File: src/rtl/ex_muldiv_pkg.sv
// Shared constants and types for the execute-stage RV32M multiply/divide unit.
package ex_muldiv_pkg;

    localparam int          XLEN          = 32;
    localparam int          ITER          = 32;
    localparam logic [31:0] NOP_INST      = 32'h00000001;

    localparam logic [6:0]  OPCODE_OP     = 7'b0110011;
    localparam logic [6:0]  FUNCT7_MULDIV = 7'b0000001;

    localparam logic [2:0]  F3_MUL        = 3'b000;
    localparam logic [2:0]  F3_MULH       = 3'b001;
    localparam logic [2:0]  F3_MULHSU     = 3'b010;
    localparam logic [2:0]  F3_MULHU      = 3'b011;
    localparam logic [2:0]  F3_DIV        = 3'b100;
    localparam logic [2:0]  F3_DIVU       = 3'b101;
    localparam logic [2:0]  F3_REM        = 3'b110;
    localparam logic [2:0]  F3_REMU       = 3'b111;

    typedef enum logic [1:0] {
        IDLE = 2'd0,
        CALC = 2'd1,
        DONE = 2'd2
    } state_e;

endpackage

File: src/rtl/ex_muldiv_sign_fix.sv
// Conditional two's-complement negation of two lanes, or of both lanes joined
// as one double-width value when wide_i is set (a_neg_i controls that case).
module muldiv_sign_fix #(
    parameter int W = 32
) (
    input  logic [W-1:0] a_i,
    input  logic [W-1:0] b_i,
    input  logic         a_neg_i,
    input  logic         b_neg_i,
    input  logic         wide_i,
    output logic [W-1:0] a_o,
    output logic [W-1:0] b_o
);

    logic [2*W-1:0] wide_s;

    assign wide_s = a_neg_i ? -{a_i, b_i} : {a_i, b_i};

    // Select joined or per-lane negation.
    always_comb begin
        if (wide_i) begin
            a_o = wide_s[2*W-1:W];
            b_o = wide_s[W-1:0];
        end else begin
            a_o = a_neg_i ? -a_i : a_i;
            b_o = b_neg_i ? -b_i : b_i;
        end
    end

endmodule

File: src/rtl/ex_muldiv.sv
// Iterative RV32M execute unit: radix-2 shift-add multiply and restoring divide
// on operand magnitudes, with a one-cycle registered writeback.
module ex_muldiv
    import ex_muldiv_pkg::*;
(
    input  logic        clk,
    input  logic        rst_n,
    input  logic [31:0] inst_i,
    input  logic [4:0]  rd_addr_i,
    input  logic [31:0] rs1_data_i,
    input  logic [31:0] rs2_data_i,
    input  logic        flush_i,
    output logic        hold_req_o,
    output logic        busy_o,
    output logic        rd_we_o,
    output logic [4:0]  rd_addr_o,
    output logic [31:0] rd_data_o
);

    localparam logic [4:0] LAST_CNT = 5'(ITER - 1);

    state_e      state_q, state_d;
    logic [4:0]  cnt_q, cnt_d;
    logic [63:0] acc_q, acc_d;
    logic [31:0] b_q, b_d;
    logic [2:0]  f3_q, f3_d;
    logic [4:0]  rd_q, rd_d;
    logic        neg_q, neg_d;
    logic        busy_q, busy_d;
    logic        rd_we_q, rd_we_d;
    logic [4:0]  rd_addr_q, rd_addr_d;
    logic [31:0] rd_data_q, rd_data_d;

    logic [2:0]  f3_s;
    logic        start_s, s1_signed_s, s2_signed_s, a_neg_s, b_neg_s, neg_flag_s;
    logic        div_zero_s, ovf_s, special_s;
    logic [31:0] special_res_s, a_mag_s, b_mag_s;
    logic [32:0] mul_sum_s, div_shift_s, div_diff_s;
    logic [63:0] mul_next_s, div_next_s, acc_step_s;
    logic [31:0] fix_hi_s, fix_lo_s, calc_res_s;

    assign f3_s    = inst_i[14:12];
    assign start_s = (state_q == IDLE) && !flush_i && (inst_i != NOP_INST)
                     && (inst_i[6:0] == OPCODE_OP) && (inst_i[31:25] == FUNCT7_MULDIV)
                     && (rd_addr_i != 5'd0);

    assign s1_signed_s = (f3_s == F3_MULH) || (f3_s == F3_MULHSU)
                         || (f3_s == F3_DIV) || (f3_s == F3_REM);
    assign s2_signed_s = (f3_s == F3_MULH) || (f3_s == F3_DIV) || (f3_s == F3_REM);
    assign a_neg_s     = rs1_data_i[31] & s1_signed_s;
    assign b_neg_s     = rs2_data_i[31] & s2_signed_s;
    // Remainder follows the dividend; products and quotients follow the sign product.
    assign neg_flag_s  = (f3_s == F3_REM) ? a_neg_s : (a_neg_s ^ b_neg_s);

    assign div_zero_s  = f3_s[2] && (rs2_data_i == 32'd0);
    assign ovf_s       = f3_s[2] && !f3_s[0] && (rs1_data_i == 32'h80000000)
                         && (rs2_data_i == 32'hFFFFFFFF);
    assign special_s   = div_zero_s || ovf_s;
    assign special_res_s = div_zero_s ? (f3_s[1] ? rs1_data_i : 32'hFFFFFFFF)
                                      : (f3_s[1] ? 32'd0 : 32'h80000000);

    muldiv_sign_fix #(.W(32)) u_prep (
        .a_i     (rs1_data_i),
        .b_i     (rs2_data_i),
        .a_neg_i (a_neg_s),
        .b_neg_i (b_neg_s),
        .wide_i  (1'b0),
        .a_o     (a_mag_s),
        .b_o     (b_mag_s)
    );

    // acc holds {product-high | remainder, multiplier | quotient}.
    assign mul_sum_s   = {1'b0, acc_q[63:32]} + (acc_q[0] ? {1'b0, b_q} : 33'd0);
    assign mul_next_s  = {mul_sum_s, acc_q[31:1]};
    assign div_shift_s = {acc_q[63:32], acc_q[31]};
    assign div_diff_s  = div_shift_s - {1'b0, b_q};
    assign div_next_s  = div_diff_s[32] ? {div_shift_s[31:0], acc_q[30:0], 1'b0}
                                        : {div_diff_s[31:0], acc_q[30:0], 1'b1};
    assign acc_step_s  = f3_q[2] ? div_next_s : mul_next_s;

    muldiv_sign_fix #(.W(32)) u_fix (
        .a_i     (acc_step_s[63:32]),
        .b_i     (acc_step_s[31:0]),
        .a_neg_i (neg_q),
        .b_neg_i (neg_q),
        .wide_i  (!f3_q[2]),
        .a_o     (fix_hi_s),
        .b_o     (fix_lo_s)
    );

    assign calc_res_s = (f3_q == F3_MUL) ? fix_lo_s
                      : (f3_q[2] ? (f3_q[1] ? fix_hi_s : fix_lo_s) : fix_hi_s);

    // Next-state, datapath and writeback computation; flush overrides everything.
    always_comb begin
        state_d   = state_q;
        cnt_d     = cnt_q;
        acc_d     = acc_q;
        b_d       = b_q;
        f3_d      = f3_q;
        rd_d      = rd_q;
        neg_d     = neg_q;
        rd_we_d   = 1'b0;
        rd_addr_d = 5'd0;
        rd_data_d = 32'd0;
        case (state_q)
            IDLE: begin
                if (start_s) begin
                    f3_d  = f3_s;
                    rd_d  = rd_addr_i;
                    neg_d = neg_flag_s;
                    cnt_d = 5'd0;
                    if (special_s) begin
                        state_d   = DONE;
                        rd_we_d   = 1'b1;
                        rd_addr_d = rd_addr_i;
                        rd_data_d = special_res_s;
                    end else begin
                        state_d = CALC;
                        acc_d   = {32'd0, a_mag_s};
                        b_d     = b_mag_s;
                    end
                end else begin
                    state_d = IDLE;
                end
            end
            CALC: begin
                acc_d = acc_step_s;
                cnt_d = cnt_q + 5'd1;
                if (cnt_q == LAST_CNT) begin
                    state_d   = DONE;
                    cnt_d     = 5'd0;
                    rd_we_d   = 1'b1;
                    rd_addr_d = rd_q;
                    rd_data_d = calc_res_s;
                end else begin
                    state_d = CALC;
                end
            end
            DONE:    state_d = IDLE;
            default: state_d = IDLE;
        endcase
        if (flush_i) begin
            state_d   = IDLE;
            cnt_d     = 5'd0;
            rd_we_d   = 1'b0;
            rd_addr_d = 5'd0;
            rd_data_d = 32'd0;
        end else begin
            cnt_d = cnt_d;
        end
        busy_d = (state_d != IDLE);
    end

    // State and output registers with synchronous active-low reset.
    always_ff @(posedge clk) begin
        if (!rst_n) begin
            state_q   <= IDLE;
            cnt_q     <= 5'd0;
            acc_q     <= 64'd0;
            b_q       <= 32'd0;
            f3_q      <= 3'd0;
            rd_q      <= 5'd0;
            neg_q     <= 1'b0;
            busy_q    <= 1'b0;
            rd_we_q   <= 1'b0;
            rd_addr_q <= 5'd0;
            rd_data_q <= 32'd0;
        end else begin
            state_q   <= state_d;
            cnt_q     <= cnt_d;
            acc_q     <= acc_d;
            b_q       <= b_d;
            f3_q      <= f3_d;
            rd_q      <= rd_d;
            neg_q     <= neg_d;
            busy_q    <= busy_d;
            rd_we_q   <= rd_we_d;
            rd_addr_q <= rd_addr_d;
            rd_data_q <= rd_data_d;
        end
    end

    assign hold_req_o = start_s || (state_q == CALC);
    assign busy_o     = busy_q;
    assign rd_we_o    = rd_we_q & !flush_i;
    assign rd_addr_o  = rd_addr_q;
    assign rd_data_o  = rd_data_q;

endmodule

File: config.mk
export PLATFORM = sky130hd
export DESIGN_NAME = ex_muldiv
export DESIGN_NICKNAME = d
export VERILOG_FILES = /design/src/rtl/ex_muldiv_pkg.sv /design/src/rtl/ex_muldiv_sign_fix.sv /design/src/rtl/ex_muldiv.sv
export SDC_FILE = /design/constraint.sdc
export NUM_CORES = 1
export LEC_CHECK = 0
export CORE_MARGIN = 2
export CORE_UTILIZATION = 35
export DETAILED_ROUTE_END_ITERATION = 8
export DONT_BUFFER_PORTS = 1
export PLACE_DENSITY = 0.53
export SLEW_MARGIN = 20
export SYNTH_ARGS = -nofsm -noshare
export SYNTH_HDL_FRONTEND = slang
export SYNTH_SLANG_ARGS = --single-unit
File: constraint.sdc
create_clock -name clk -period 16.69 [get_ports clk]
set_input_delay 1.669 -clock clk [delete_from_list [all_inputs] [get_ports clk]]
set_output_delay 1.669 -clock clk [all_outputs]
set_load 0.01 [all_outputs]
==> results of run 1 <==
==> synth_stat cells, drive strengths merged (39+ instances only) <==
| library cell | count |
|---|---|
| dfxtp | 151 |
| a21o | 39 |
| clkbuf | 83 |
| nor2 | 152 |
| xor2 | 41 |
| ha | 71 |
| inv | 78 |
| nand2 | 242 |
| mux2i | 46 |
| a21oi | 169 |
| and2 | 78 |
| nor2b | 41 |
| nand3 | 80 |
| nor3 | 51 |
| o21ai | 176 |
| xnor2 | 92 |
| a21boi | 51 |
==> logic make-up (layout without fill, tap and decap cells) <==
logic type / Yosys count / count (layout) / share of synthesized area, %
AO/OA/AOI/OAI: 673 / 673 / 29.1
XOR/XNOR: 133 / 133 / 7.78
adder cells (fa/ha/maj): 73 / 73 / 6.20
buffers and inverters: 200 / 129 / 5.53
flip-flops: 151 / 151 / 20.2
multiplexers: 54 / 54 / 3.75
other: 0 / 1 / 0
AND/OR/NAND/NOR: 817 / 817 / 27.4
==> critical path, stage by stage, from the launching register on <==
cell	delay, ps
dfxtp_1	370
inv_1	110
ha_1	230
fa_1	400
nand2b_1	180
a21oi_1	430
o21ai_1	340
a2111o_1	490
o211a_1	130
buf_4	270
a21oi_1	370
ha_1	300
o2111ai_1	230
nor3_1	280
nand3_1	250
nor2_1	510
a31oi_1	380
a2111oi_4	520
nor4b_2	440
nand4_1	300
nor2b_1	240
nor4_1	70
nor3_1	350
==> worst max-delay path by stage <==
| stage | end | depth (start not counted) | from | slack [ps] |
|---|---|---|---|---|
| floorplan | rd_data_o[26] | 25 | acc_q[31] | 11190 |
| global placement | rd_data_o[30] | 22 | acc_q[31] | 9700 |
| detailed placement | rd_data_o[26] | 22 | acc_q[31] | 9650 |
| CTS | rd_data_o[26] | 22 | acc_q[31] | 9590 |
| global route | rd_data_o[22] | 22 | acc_q[31] | 8840 |
| finish | rd_data_o[22] | 22 | acc_q[31] | 9300 |
==> report_power, final <==
part           switching (mW)  internal [mW]  leakage (nW)
combinational          0.0216         0.0190          4.64
clock                   0.193          0.206         0.276
sequential         0.00000973          0.360          1.22
total                   0.215          0.585          6.13
==> registers in the layout, indices dropped and copies added (netlist names) <==
name and count:
rd_data_o 32, rd_we_q 1, acc_q 64, b_q 32, state_q 2, cnt_q 5, f3_q 3, rd_q 5
neg_q 1, rd_addr_o 5, busy_o 1
==> layer usage <==
layer	wire (um)	global-route usage (%)
met5	0	0
met4	1100	6.48
met3	3430	3.66
met2	24400	38.8
met1	25900	35.1
==> area by class of cell <==
cell class / count / area (um2)
fillers: 4566 / 26200
flip-flops and latches: 151 / 3030
repair buffers: 18 / 139
well taps: 539 / 674
diodes: 1 / 2.50
multi-input cells: 1750 / 11100
clock inverters: 13 / 123
inverters: 79 / 297
clock buffers: 19 / 454
==> summary.md, run 1 <==
| Metric | Value |
|---|---|
| Endpoints failing setup | `0` |
| Die area | `about 44000 um2` |
| Num CTS Buffers | `17` |
| R2R setup slack | `between 9000 and 10000 ps` |
| Starting Density | `about 36%` |
| Critical Path RT | `~17000 ps` |
| Hold path depth | `2` |
| Worst hold start | `rd_q[3]` |
| Reg2reg end | `rd_data_o[22]` |
| Final Util | `37.7%` |
| Number of remaining DRC errors | `0` |
| Number of flops mapped to enable cells by yosys | `0` |
| Cts hold-fix bufs | `0` |
| Post-CTS Setup Bufs | `0` |
| Std cell rows | `75` |
| First-pass GRT wire length | `roughly 86000 um` |
| Die span in x | `between 200 and 250 um` |
| Detailed Route Iter0 Violations | `1388` |
| Port Buffers | `0` |
| Max-slew violation count | `0` |
| Placed Instances | `approximately 2500` |
| DP Worst Slack | `roughly 9600 ps` |
| Fin. Hold Viols | `0` |
| CTS resizes | `0` |
| Core area | `roughly 42000 um2` |
| Hold Path Class | `flip-flop to flip-flop` |
| Initial antenna violation count | `1` |
| Worst R2R Start | `acc_q[31]` |
| Max Freq | `between 0.1 and 0.15 GHz` |
| Arr. time, crit path | `7730 ps` |
| Clock sink count | `151` |
| Aggregate routed wire length | `~55000 um` |
| WL/cell | `~21 um` |
| Startpoint types | `flip-flop` |
| Cell variety after synth | `96` |
| Overall Global Routing Usage | `between 20% and 30%` |
| Total number of vias | `15500` |
| Slew HR | `32.8%` |
| Layout Cells excl Fill | `between 2000 and 3000` |
| WHS | `~470 ps` |
| Pwr dens | `between 50 and 60 nW/um2` |
| YS warnings | `0` |
| Worst-path maximum fanout | `36` |
| Ys async rst share | `0%` |
| Static Leak | `between 6 and 7 nW` |
| R2R depth | `22` |
| Top cell type's share of synthesized area | `between 20 and 25%` |
| Root Buffer | `clkbuf_16` |
| Syn Inst Count | `2101` |
| Die Ht | `roughly 210 um` |
| Sequential area share after synthesis | `20.2%` |
| RSZ-0062 raised after global routing | `no` |
| Synthesized area per cell | `between 7 and 8 um2` |
| Clk slew on worst S/H paths | `70 ps` |
| Max IR drop VDD | `roughly 61 uV` |
| Tcrit/Tclk final | `approximately 44%` |
| H-tree levels | `4` |
| Worst-Skew Late Latency | `between 400 and 500 ps` |
| Worst Hold Path EP | `rd_q[3]` |
| Overall power | `~0.80 mW` |
| Post-layout instance area | `15900 um2` |
| Setup Skew | `~13 ps` |
| Area leader, netlist | `dfxtp_1` |
| Setup TNS | `0 ps` |
| Clock Path Buffers | `2` |
| Vias in the first global route | `14900` |
| Final worst slack | `roughly 9300 ps` |
| Placed cell areas | `~15000 um2` |
| Mapped Area | `around 15000 um2` |
| Worst-Margin Slew | `between 1000 and 1500 ps` |
| Maxcap violations | `0` |
| WS Path Type | `flip-flop to flip-flop` |
| Min cycle time layout | `7390 ps` |
| Nets | `between 2000 and 2500` |
| Syn nets | `~2300` |
| Share of cells above drive strength 1 | `between 5 and 6%` |
| Post-synth top flop | `dfxtp_1` |
| Hpwl dp | `just over 40000 um` |
| Via-to-Cell Ratio | `approximately 6.0` |
| Synth-to-layout area growth | `5.99%` |
| Status | `finished clean` |
| Most frequent cells in the layout | `nand2_1, a21oi_1, o21ai_0` |
| Placer Congestion | `about 0.94` |
| CTS tree | `done` |
| Largest net degree at the start of global routing | `roughly 110` |
| I/O pins | `around 140` |
| Top cells by area, synth | `dfxtp_1, nand2_1, ha_1` |
| Seq cells post-synth | `~150` |
| Pre-antenna DRT Iters | `7` |
| Critical path capture point type | `flip-flop` |
| Commonest non-fill, non-tap cell in the layout | `nand2_1` |
| ANT nets after route | `0` |
| Grt total ovfl | `0` |
(Power assumes the default switching activity.)
==> run 2, diff against run 1 <==
--- a/config.mk
+++ b/config.mk
@@ -9,7 +9,7 @@
 export CORE_UTILIZATION = 35
 export DETAILED_ROUTE_END_ITERATION = 8
 export DONT_BUFFER_PORTS = 1
-export PLACE_DENSITY = 0.53
+export PLACE_DENSITY = 0.55
 export SLEW_MARGIN = 20
 export SYNTH_ARGS = -nofsm -noshare
 export SYNTH_HDL_FRONTEND = slang
==> constraint.sdc (replaced) <==
create_clock -name clk -period 6.22 [get_ports clk]
set_input_delay 0.622 -clock clk [delete_from_list [all_inputs] [get_ports clk]]
set_output_delay 0.622 -clock clk [all_outputs]
set_load 0.01 [all_outputs]
==> run 2 against run 1 <==
Count of clock-buffer cells in the layout is 1 lower. Via count unchanged. Die area unchanged. Critical endpoint is now rd_data_o[30]. Combinational power grew to 2.8 times the previous value. Wire length increased by 1.1%. Cell count up 0.70%. Sequential cell count unchanged. Clock skew up 0.80 ps. Largest cell class unchanged. Design area grew 1.2%. Register-to-register slack got worse by 9000 ps. Total power grew to 2.7 times the previous value. Hold slack got worse by 190 ps. Highest routed layer is now met5.
==> summary.md, run 2 (same netlist as run 1, synthesis figures left out) <==
| Metric | Value |
|---|---|
| Clock Path Buffers | `2 (unchanged)` |
| Seq pwr share | `44.4% (was 45.0%)` |
| Root Buffer | `clkbuf_16 (unchanged)` |
| Aggregate routed wire length | `55400 um (was 54800 um)` |
| Slew HR | `33.2% (was 32.8%)` |
| Placer Congestion | `0.932 (was 0.944)` |
| Num CTS Buffers | `17 (unchanged)` |
| Post-CTS Setup Bufs | `0 (unchanged)` |
| Number of flip-flops in the largest register | `64 (unchanged)` |
| I/O pins | `144 (unchanged)` |
| WS Path Type | `flip-flop to flip-flop (unchanged)` |
| Max Freq | `0.170 GHz (was 0.135 GHz)` |
| Overall Global Routing Usage | `24.8% (was 24.7%)` |
| Worst Setup SP | `acc_q[31] (unchanged)` |
| Endpoints failing setup | `0 (unchanged)` |
| Max-slew violation count | `0 (unchanged)` |
| Startpoint types | `flip-flop (unchanged)` |
| Final worst slack | `327 ps (was 9300 ps)` |
| Largest reg by FF count | `acc_q (unchanged)` |
| Starting Density | `35.6% (unchanged)` |
| Die span in x | `211 um (unchanged)` |
| Synth-to-layout area growth | `7.30% (was 5.99%)` |
| Grt total ovfl | `0 (unchanged)` |
| Worst-Margin Slew | `1000 ps (was 1010 ps)` |
| RSZ-0062 raised after global routing | `yes (was no)` |
| Share of cells above drive strength 1 | `6.00% (was 5.12%)` |
| # diodes | `0 (was 1)` |
| Largest net degree at the start of global routing | `107 (unchanged)` |
| CTS tree | `done (unchanged)` |
| Sw frac | `27.4% (was 26.8%)` |
| Final Util | `38.2% (was 37.7%)` |
| ANT nets after route | `0 (unchanged)` |
| R2R depth | `22 (unchanged)` |
| Logic gate share of total power | `5.2% (was 5.1%)` |
| Worst hold start | `rst_n (was rd_q[3])` |
| Clk slew on worst S/H paths | `80 ps (was 70 ps)` |
| Tcrit/Tclk final | `94.7% (was 44.3%)` |
| R2R setup slack | `330 ps (was 9300 ps)` |
| Status | `finished clean (unchanged)` |
| Die area | `44400 um2 (unchanged)` |
| Number of remaining DRC errors | `0 (unchanged)` |
| Fin. Hold Viols | `0 (unchanged)` |
| Clock share of power | `50.3% (was 49.9%)` |
| CTS resizes | `0 (unchanged)` |
| WHS | `280 ps (was 468 ps)` |
| H-tree levels | `4 (unchanged)` |
| First-pass GRT wire length | `85500 um (was 85600 um)` |
| Worst Hold Path EP | `neg_q (was rd_q[3])` |
| WL/cell | `21.4 um (was 21.3 um)` |
| Hold path depth | `1 (was 2)` |
| Detailed Route Iter0 Violations | `1334 (was 1388)` |
| FILL cells | `4490 (was 4566)` |
| Psw | `0.595 mW (was 0.215 mW)` |
| Most frequent cells in the layout | `nand2_1, a21oi_1, o21ai_0 (unchanged)` |
| Total number of vias | `15500 (unchanged)` |
| Reg2reg end | `rd_data_o[30] (was rd_data_o[22])` |
| Pwr dens | `135 nW/um2 (was 50.4 nW/um2)` |
| Die Ht | `211 um (unchanged)` |
| Std cell rows | `75 (unchanged)` |
| Initial antenna violation count | `4 (was 1)` |
| Max IR drop VDD | `161 uV (was 61.4 uV)` |
| DP Worst Slack | `352 ps (was 9650 ps)` |
| Pre-antenna DRT Iters | `5 (was 7)` |
| Critical Path RT | `6550 ps (was 17030 ps)` |
| Hold Path Class | `input pin to flip-flop (was flip-flop to flip-flop)` |
| Setup Skew | `14.0 ps (was 13.2 ps)` |
| Worst-path maximum fanout | `4 (was 36)` |
| Vias in the first global route | `14600 (was 14900)` |
| Maxcap violations | `0 (unchanged)` |
| Clock sink count | `151 (unchanged)` |
| Worst R2R Start | `acc_q[31] (unchanged)` |
| Critical path capture point type | `flip-flop (unchanged)` |
| Arr. time, crit path | `6220 ps (was 7730 ps)` |
| Via-to-Cell Ratio | `5.98 (was 6.02)` |
| Min cycle time layout | `5890 ps (was 7390 ps)` |
| Hpwl dp | `42700 um (was 41500 um)` |
| Core area | `42000 um2 (unchanged)` |
| Nets | `2213 (was 2194)` |
| Static Leak | `6.26 nW (was 6.13 nW)` |
| Cts hold-fix bufs | `0 (unchanged)` |
| Port Buffers | `0 (unchanged)` |
| Commonest non-fill, non-tap cell in the layout | `nand2_1 (unchanged)` |
| Pint | `1.58 mW (was 0.585 mW)` |
| Worst-Skew Late Latency | `460 ps (was 470 ps)` |
==> run 2: cell type report <==
cell class	count	area [um2]	share of cell area, %
repair buffers	37	290	1.81
well taps	539	674	4.20
inverters	79	297	1.85
flip-flops and latches	151	3030	18.9
multi-input cells	1750	11200	69.5
clock buffers	18	450	2.80
clock inverters	14	153	0.951
==> run 2: worst max path at each step <==
stage | to | slack, ps | cells past startpoint
after floorplan | rd_data_o[26] | 720 | 25
after global placement | rd_data_o[30] | 510 | 22
after detailed placement | rd_data_o[30] | 350 | 22
after CTS | rd_data_o[30] | 310 | 22
after global routing | rd_data_o[30] | -20 | 22
final | rd_data_o[30] | 330 | 22
==> run 2: through the flow <==
step | setup TNS (ps) | cell area [um2] | total power, mW | std cells
finish | 0 | 16100 | 2.17 | 2588
detailed placement | 0 | 15400 | 1.10 | 2556
CTS | 0 | 16000 | 2.19 | 2588
floorplan | 0 | 15000 | 1.08 | 2101
global placement | 0 | 15400 | 1.10 | 2556
global route | -24.6 | 16100 | 2.24 | 2588
==> run 2: critical path, stage by stage (launching register included) <==
cell and delay, ps:
dfxtp_1 360, inv_1 80, ha_1 230, fa_1 400, nand2b_1 190, a21oi_1 250, buf_4 180, o21ai_1 140
a2111o_1 420, o211a_1 220, a21oi_1 250, ha_1 250, o2111ai_1 210, nor3_1 270, nand3_1 150, nor2_1 200
a31oi_1 230, a2111oi_4 440, nor4b_4 350, nand4_1 300, nor4_2 300, mux2i_1 260, a211oi_2 60
==> run 2: power by group through the flow <==
stage          clock network [mW]  logic, mW  registers, mW
2_1_floorplan                   0     0.0932          0.988
3_3_place_gp                    0      0.112          0.988
3_5_place_dp                    0      0.113          0.988
4_1_cts                      1.11      0.113          0.965
5_1_grt                      1.15      0.124          0.965
6_report                     1.09      0.114          0.965
==> run 2: layer usage <==
layer | share of wire (%) | routed length [um] | vias up | global-route usage [%]
li1 | - | - | 7512 | -
met1 | 46 | 25700 | 7331 | 34.6
met2 | 44 | 24600 | 544 | 38.9
met3 | 6.5 | 3590 | 89 | 4.04
met4 | 2.7 | 1520 | 2 | 7.70
met5 | 0.032 | 18 | - | 0
